## src/rtl/stepper_pulse_gen.sv

```systemverilog
// Step/direction generator with trapezoidal accel/decel; first pul rise DIR_SETUP clocks after enable is sampled.
// Stops and reversals always decelerate to standstill first; command inputs are only looked at on step boundaries.
module stepper_pulse_gen #(
  parameter int unsigned PERIOD_START = 200_000,
  parameter int unsigned PERIOD_MIN   = 20_000,
  parameter int unsigned ACCEL_STEP   = 2_000,
  parameter int unsigned PULSE_W      = 500,
  parameter int unsigned DIR_SETUP    = 1_000
) (
  input  logic        sclk,
  input  logic        s_rst,
  input  logic        enable,
  input  logic        direct,
  output logic        pul,
  output logic        dir,
  output logic        ena_n,
  output logic        busy,
  output logic [31:0] position
);

  localparam int unsigned SETUP_W = (DIR_SETUP > 1) ? $clog2(DIR_SETUP) : 1;
  localparam logic [SETUP_W-1:0] SETUP_LAST = SETUP_W'(DIR_SETUP - 1);
  localparam logic [23:0] P_START = 24'(PERIOD_START);
  localparam logic [23:0] P_MIN   = 24'(PERIOD_MIN);
  localparam logic [24:0] ACC     = 25'(ACCEL_STEP);
  localparam logic [23:0] PW_LAST = 24'(PULSE_W - 1);

  typedef enum logic [1:0] {IDLE, SETUP, RUN, DECEL} state_t;

  state_t             state_q, state_d;
  logic [23:0]        period_q, period_d;
  logic [23:0]        timer_q, timer_d;
  logic [SETUP_W-1:0] setup_q, setup_d;
  logic               pul_q, pul_d;
  logic               dir_q, dir_d;
  logic [31:0]        pos_q, pos_d;

  logic [24:0] period_up;
  logic [23:0] period_dec;
  logic        boundary;
  logic        want_stop;
  logic        step_start;

  // 25-bit sum so the standstill test cannot wrap near the 24-bit ceiling.
  assign period_up  = {1'b0, period_q} + ACC;
  assign period_dec = ({1'b0, period_q} >= ({1'b0, P_MIN} + ACC)) ? (period_q - ACC[23:0]) : P_MIN;
  assign boundary   = ((state_q == RUN) || (state_q == DECEL)) && (timer_q == (period_q - 24'd1));
  assign want_stop  = !enable || (direct != dir_q);

  always_comb begin
    state_d    = state_q;
    period_d   = period_q;
    timer_d    = timer_q;
    setup_d    = setup_q;
    pul_d      = pul_q;
    dir_d      = dir_q;
    pos_d      = pos_q;
    step_start = 1'b0;

    if (pul_q && (timer_q == PW_LAST)) begin
      pul_d = 1'b0;
    end

    case (state_q)
      IDLE: begin
        if (enable) begin
          state_d  = SETUP;
          dir_d    = direct;
          period_d = P_START;
          setup_d  = '0;
        end
      end
      SETUP: begin
        if (setup_q == SETUP_LAST) begin
          state_d    = RUN;
          step_start = 1'b1;
        end else begin
          setup_d = setup_q + 1'b1;
        end
      end
      RUN, DECEL: begin
        if (!boundary) begin
          timer_d = timer_q + 24'd1;
        end else if (!want_stop) begin
          period_d   = period_dec;
          state_d    = RUN;
          step_start = 1'b1;
        end else if (period_up <= {1'b0, P_START}) begin
          period_d   = period_up[23:0];
          state_d    = DECEL;
          step_start = 1'b1;
        end else if (!enable) begin
          state_d = IDLE;
        end else begin
          // Reversal at standstill: new direction gets a fresh setup window.
          state_d  = SETUP;
          dir_d    = direct;
          period_d = P_START;
          setup_d  = '0;
        end
      end
      default: state_d = IDLE;
    endcase

    if (step_start) begin
      timer_d = '0;
      pul_d   = 1'b1;
      pos_d   = dir_q ? (pos_q + 32'd1) : (pos_q - 32'd1);
    end
  end

  always_ff @(posedge sclk or posedge s_rst) begin
    if (s_rst) begin
      state_q  <= IDLE;
      period_q <= P_START;
      timer_q  <= '0;
      setup_q  <= '0;
      pul_q    <= 1'b0;
      dir_q    <= 1'b0;
      pos_q    <= '0;
    end else begin
      state_q  <= state_d;
      period_q <= period_d;
      timer_q  <= timer_d;
      setup_q  <= setup_d;
      pul_q    <= pul_d;
      dir_q    <= dir_d;
      pos_q    <= pos_d;
    end
  end

  assign pul      = pul_q;
  assign dir      = dir_q;
  assign ena_n    = (state_q == IDLE);
  assign busy     = (state_q != IDLE);
  assign position = pos_q;

endmodule

```

## config.mk

```make
export PLATFORM = sky130hd
export DESIGN_NAME = stepper_pulse_gen
export DESIGN_NICKNAME = d
export VERILOG_FILES = /design/src/rtl/stepper_pulse_gen.sv
export SDC_FILE = /design/constraint.sdc
export NUM_CORES = 1
export LEC_CHECK = 0
export ABC_AREA = 1
export CAP_MARGIN = 20
export CORE_ASPECT_RATIO = 1.4
export CORE_UTILIZATION = 56
export CTS_CLUSTER_DIAMETER = 40
export CTS_CLUSTER_SIZE = 25
export DETAILED_ROUTE_END_ITERATION = 16
export PLACE_DENSITY = 0.77
export SETUP_SLACK_MARGIN = 0.5
export SYNTH_ARGS = -nofsm -noshare
export SYNTH_HDL_FRONTEND = slang
export SYNTH_SLANG_ARGS = --single-unit
```

## constraint.sdc

```tcl
create_clock -name sclk -period 3.55 [get_ports sclk]
set_input_delay 1.065 -clock sclk [delete_from_list [all_inputs] [get_ports sclk]]
set_output_delay 1.065 -clock sclk [all_outputs]
set_load 0.03 [all_outputs]
```

==> impl_metrics.json <==
{
  "fin_crit_sh_pct": 81.49,
  "reg2reg_slack_ns": 0.66,
  "yosys_warnings": 0,
  "vias": 9608,
  "worstReg2RegStart": "period_q[8]$_DFFE_PP1P_",
  "r2r_end": "timer_q[21]$_DFFE_PP0P_",
  "endpoint_kind": "flip-flop",
  "die-area_um2": 17090,
  "grt_antenna_before_repair": 0,
  "nNetsFinal": 1501,
  "cts_max_path_buffers": 2,
  "grt_first_pass_wirelength_mm": 45.24,
  "tightestPinTransition_ns": 0.8517,
  "grt_util_all_layers_pct": 33.38,
  "wl_mm": 28.36,
  "die_h_um": 154.3,
  "dpl.hpwl_mm": 21.68,
  "power.total_mw": 2.164,
  "yosysSeqAreaShare_pct": 25.44,
  "drv_cap": 0,
  "hold_viol_final": 0,
  "period_minus_slack_ns": 2.893,
  "cts_buffers": 9,
  "setup_viol": 0,
  "synth.net_count": 1451,
  "portBuffers": 39,
  "worstSetupPathType": "reg -> reg",
  "drv_slew": 0,
  "async_flop_share_pct": 100.0,
  "ys_types": 55,
  "holdPathStages": 2,
  "clock-sinks": 94,
  "layout_common_cells": "nand2_1 (398), nor2_1 (154), inv_1 (127), nand3_1 (107), dfrtp_1 (84)",
  "core_area_um2": 16170,
  "antenna_cells": 0,
  "hp-start": "position[18]$_DFFE_PP0N_",
  "start_util_pct": 57.36,
  "peakVddDrop_mv": 0.1782,
  "wl_met2_mm": 14.53,
  "drc": 0,
  "arrival_ns": 3.15,
  "drive_gt1_share_pct": 13.52,
  "hold_class": "reg -> reg",
  "finish.utilization_pct": 64.44,
  "clk_pin_slew_ns": 0.08,
  "cp_max_fo": 9,
  "syn_area_per_cell_um2": 6.579,
  "gp_congestion": 1.034,
  "synth_seq_cells": 94,
  "clkLatencyLatePin_ns": 0.36,
  "ant_nets": 0,
  "rows": 55,
  "ioPinCount": 40,
  "slew_headroom_pct": 43.10,
  "htree_levels": 3,
  "cp_cell_sequence": "nor2_8, nand2_4, inv_4, nand2_1, nand2_2, nor2_2, nand2_1, nand2_1, nand3_1, nor2_4, nand3_4, nand2_4, nand2_1, nand3_1, nand2_1, buf_12, nand2_1, nand2_1",
  "grt_pass1_vias": 9452,
  "final_common_cell": "nand2_1",
  "cts_root_buf": "clkbuf_16",
  "top_layer": "met4",
  "wl_met3_mm": 1.225,
  "hold_end": "position[18]$_DFFE_PP0N_",
  "cp-start-kind": "flip-flop",
  "synth_enable_flop_cells": 0,
  "fp.dieW_um": 110.8,
  "crit_top_cell": "nand2_1",
  "first_pass_iters": 5,
  "power.density_nw_per_um2": 207.7,
  "synth_flop_cell": "dfrtp_1",
  "rsz0062_at_grt": "true",
  "skew_ns": 0.008118,
  "area_growth_pct": 12.34,
  "worstPathRequired_ns": 3.80,
  "via_per_inst": 5.774,
  "tritoncts": "done",
  "wl_per_cell_um": 17.04,
  "wl_met1_mm": 10.32,
  "fin_tns_setup_ns": 0,
  "synthesis.area_um2": 9276,
  "status": "finished clean",
  "grt_start_max_net_pins": 54,
  "grt.overflow.total": 0,
  "drt_iter0_drc": 618,
  "max_freq_mhz": 345.7,
  "worst_path_max_delay_cell": "dfstp_4",
  "power.leakage_nw": 4.966,
  "crit_path_max_incr_delay_ns": 0.73,
  "synthCells": 1410,
  "hold_buffers": 0,
  "reg2regPathDepth": 18
}
-- area by class of cell --
cell class,instances,area (um^2)
Clock inverter,7,62.56
Tap cell,199,249.0
Inverter,147,578.1
Multi-Input combinational cell,1128,6186
Fill cell,1572,5751
Timing Repair Buffer,80,752.0
Sequential cell,94,2369
Clock buffer,9,225.2
-- repair_timing --
| item | 4_1_cts | 5_1_grt |
|---|---|---|
| setup endpoints to repair | 6 | 90 |
| gates resized for setup | 0 | 32 |
| pin swaps | 2 | 4 |
| cloned | 1 | 1 |
| setup buffers | 5 | 9 |
| endpoints found under the hold margin | 0 | 0 |
-- how the worst max path moves through the flow --
stage,cells after the start,start,end
floorplan,13,dir$_DFFE_PP0P_,position[22]$_DFFE_PP0N_
global placement,14,dir$_DFFE_PP0P_,position[29]$_DFFE_PP0N_
detailed placement,14,dir$_DFFE_PP0P_,position[29]$_DFFE_PP0N_
CTS,16,period_q[4]$_DFFE_PP0P_,setup_q[5]$_DFFE_PP0P_
global route,14,dir$_DFFE_PP0P_,position[22]$_DFFE_PP0N_
finish,18,period_q[8]$_DFFE_PP1P_,timer_q[21]$_DFFE_PP0P_
-- cell usage after synthesis, types with 12 or more instances --
| master | instances | area share, % |
|---|---|---|
| nor3_1 | 29 | 1.6 |
| nand4_1 | 32 | 2.2 |
| nor2_1 | 155 | 6.3 |
| inv_1 | 130 | 5.3 |
| xor2_1 | 49 | 4.6 |
| nand2_2 | 30 | 2.0 |
| buf_6 | 12 | 1.5 |
| nand2_1 | 400 | 16 |
| dfrtp_1 | 88 | 24 |
| o21ai_0 | 54 | 2.9 |
| ha_1 | 36 | 4.9 |
| nand3_1 | 107 | 5.8 |
| nor2_2 | 15 | 1.0 |
| buf_2 | 15 | 0.81 |
| a21oi_1 | 53 | 2.9 |
| o21ai_1 | 13 | 0.70 |
| nor4_1 | 12 | 0.81 |
| xnor2_1 | 26 | 2.5 |
| o21ai_2 | 22 | 2.1 |
-- per-layer routing --
layer / GRT usage [%] / up-vias
li1: - / 4726
met1: 32.88 / 4419
met2: 61.46 / 324
met3: 5.016 / 139
met4: 27.62 / 0
met5: 0 / -
-- registers in the layout, summed over array words and instances (netlist names) --
signal,cells
position,32
period_q,24
timer_q,24
setup_q,10
state_q,2
dir,1
pul,1
-- power by group --
| part | switching, mW | internal [mW] |
|---|---|---|
| sequential | 0.00197 | 1.07 |
| clock | 0.498 | 0.494 |
| combinational | 0.0681 | 0.0306 |
| total | 0.568 | 1.60 |
-- worst max-delay path, delay by kind of cell, from the launching register on --
family | cells | cell delay (ns)
buffers and inverters | 2 | 0.23
flip-flops | 1 | 0.73
AND/OR/NAND/NOR | 16 | 1.80
-- cells by family after synthesis --
logic type                 count (synthesis)  share of synthesized area, %
and+or+nand+nor                          823                         40.61
AOI/OAI and AO/OA                        191                         12.61
buffers and inverters                    190                         9.185
DFF                                       94                         25.44
xor gates and xnor gates                  75                         7.081
adders and majority gates                 37                         5.071
-- through the flow --
step	instances	worst slack, ns	hold slack, ns	instance area, um^2
final	1664	0.6571	0.5215	10420
after global routing	1664	0.4744	0.5450	10420
after CTS	1654	0.4725	0.5300	10230
after detailed placement	1632	0.1832	0.5073	9897
after global placement	1632	0.2281	0.4972	9897
after floorplan	1410	0.5510	0.4925	9298
No activity file was read; power rests on OpenSTA's default activity.
==> patch: new RTL, same settings <==
The parameter `DIR_SETUP` goes from 1_000 to 2_000.
--- a/src/rtl/stepper_pulse_gen.sv
+++ b/src/rtl/stepper_pulse_gen.sv
@@ -6,5 +6,5 @@
   parameter int unsigned ACCEL_STEP   = 2_000,
   parameter int unsigned PULSE_W      = 500,
-  parameter int unsigned DIR_SETUP    = 1_000
+  parameter int unsigned DIR_SETUP    = 2_000
 ) (
   input  logic        sclk,
Formal check against the unedited RTL: no difference found for any inputs over 10 cycles, from zero or initial values and one cycle with s_rst high; that may be too few to reach the edited logic, so the function may still have changed.
==> patch against the unedited design <==
Combinational power decreased by 16%; power decreased by 0.53%; final area decreased by 0.68%; routed wire length decreased by 2.4%; global-route usage decreased by 1.2 points; sequential cell count increased by 1; via count increased by 2.8%; sequential share of layout area increased by 0.34 points; synthesized area increased by 1.7%; setup slack got worse by 0.049 ns; count of clock-buffer cells in the layout unchanged; critical path type is now flop to output pin; highest routed layer unchanged.
==> patch: results (changes against the unedited design) <==
[run_status]
status = finished, final reports clean

[route]
first_iter_violations = 711  ; +15%
first_pass_iters = 6  ; +1
drt-total-wl_um = 27700  ; -2.4%
viasPerCell = 5.75  ; -0.47%

[synthesis]
ys.warnings.count = 0  ; unchanged
synth_cell_types = 53  ; -3.6%
ys.flop_type = dfrtp_1
synthTopCellsByArea = dfrtp_1, nand2_1, nand3_1
yosysSeqAreaShare_pct = 25.3  ; -0.16 points
synthTopCellsByCount = nand2_1, nor2_1, inv_1, nand3_1, dfrtp_1
synth_nets = 1533  ; +5.7%

[finish]
antenna_cells = 0  ; unchanged
drive_gt1_share_pct = 8.29  ; -5.2 points
nets = 1556  ; +3.7%

[worst_setup_path]
crit_path_start = state_q[1]$_DFFE_PP0P_
cpPeakStageDelay_ns = 0.65  ; -0.08 ns
r2r_cells = 15  ; -3
crit_fanout = 8  ; -1
rr_startpoint = dir$_DFFE_PP0P_
crit_arrival_ns = 1.88  ; -1.27 ns
worst_path_max_delay_cell = clkdlybuf4s50_1
worst-r2r-setup-slack_ns = 0.67

[grt]
overflow = 0  ; unchanged
antenna_found_initial = 0  ; unchanged
grt_pass1_wl_um = 44800  ; -0.99%
grt_pass1_vias = 9538  ; +0.91%
track_usage_pct = 32.2  ; -1.2 points
grt_max_degree = 61  ; +13%

[placement]
gp_congestion = 1.02  ; -1.6%
dpl.hpwl_um = 21100  ; -2.8%
port_buffers = 39  ; unchanged
placed_cell_area_um2 = 9880  ; -0.15%

[timing]
fin_skew_ns = 0.0132  ; +0.00506 ns
setup_viol = 0  ; unchanged
worst_slew_pin_slew_ns = 0.749  ; -0.103 ns

[hold_path]
hold_depth = 2  ; unchanged
hp-start = setup_q[2]$_DFFE_PP0P_

[clocking]
clkTransAtPathRegs_ns = 0.08  ; about the same
clk_path_buf_depth = 2  ; unchanged
cts_made_buffers = 9  ; unchanged
cts_root_buf = clkbuf_16
clkLatencyLatePin_ns = 0.36  ; about the same

[pwr]
ir_worst_vdd_mv = 0.188  ; +5.5%
sw_frac_of_total_pct = 25.9  ; -0.36 points
leakage_nw = 5.53  ; +11%

patch: changes by cell type after synthesis, moves of 9 or more:
cell     change
inv_1       +31
o21ai_2     -13
o21ai_0     -20
o21ai_1     -12
nand3_1     +53
nand2_1     +45
a31oi_1     +13
nand4_1     +19
nand2_2     -22
nor2_1      +18
a21oi_1      -9
patch: power groups by stage:
stage | logic (mW) | registers [mW] | clock network [mW]
4_1_cts | 0.0831 | 1.08 | 1.00
3_5_place_dp | 0.0827 | 1.10 | 0
5_1_grt | 0.0957 | 1.08 | 1.03
6_report | 0.0833 | 1.08 | 0.988
2_1_floorplan | 0.0520 | 1.10 | 0
3_3_place_gp | 0.0822 | 1.10 | 0
patch: per-stage QoR:
step           utilization [%]  hold WS [ns]  worst slack (ns)  instances
2_1_floorplan                -         0.478             0.622       1492
3_5_place_dp              60.6         0.507             0.362       1692
5_1_grt                   63.5         0.565             0.457       1719
4_1_cts                   62.4         0.537             0.494       1708
6_report                  63.5         0.533             0.608       1719
3_3_place_gp              60.6         0.500             0.359       1692
patch: logic make-up (layout without fill, tap and decap cells):
kind of cell | count (synthesis) | after routing | share of synthesized area (%)
buf+inv | 225 | 252 | 10.6
compound gates | 138 | 138 | 8.77
flops | 95 | 95 | 25.3
simple gates | 923 | 924 | 43.4
fa+ha+maj | 37 | 37 | 4.99
xor+xnor | 74 | 74 | 6.87
patch: area by class of cell:
cell class	count	area, µm²
Multi-Input combinational cell	1173	6140
Fill cell	1555	5960
Sequential cell	95	2390
Timing Repair Buffer	69	642
Inverter	167	641
Tap cell	199	249
Clock buffer	9	225
Clock inverter	7	65.1
patch: layer usage:
metal  up-vias  wire length, µm  global-route usage (%)
met2       367            14100                    59.9
met3       129             1290                    3.96
met4         0             1750                    22.2
met5         -                0                       0
li1       4898                -                       -
met1      4485            10500                    33.6
patch: final timing paths:
check | end
max | busy
min reg2reg | setup_q[2]$_DFFE_PP0P_
min in group asynchronous | period_q[13]$_DFFE_PP0P_
min | setup_q[2]$_DFFE_PP0P_
max in group asynchronous | period_q[17]$_DFFE_PP1P_
max reg2reg | position[20]$_DFFE_PP0N_
patch: worst max-delay path, delay by kind of cell (launching register included):
family	cells	cell delay, ns
buffers and inverters	2	0.80
flip-flops	1	0.49
AND/OR/NAND/NOR	1	0.24
patch: repair_timing:
action	4_1_cts	5_1_grt
resized for setup	2	17
endpoints found under the setup margin	36	92
setup buffers	0	10
gates cloned	0	1
pin swaps	0	2
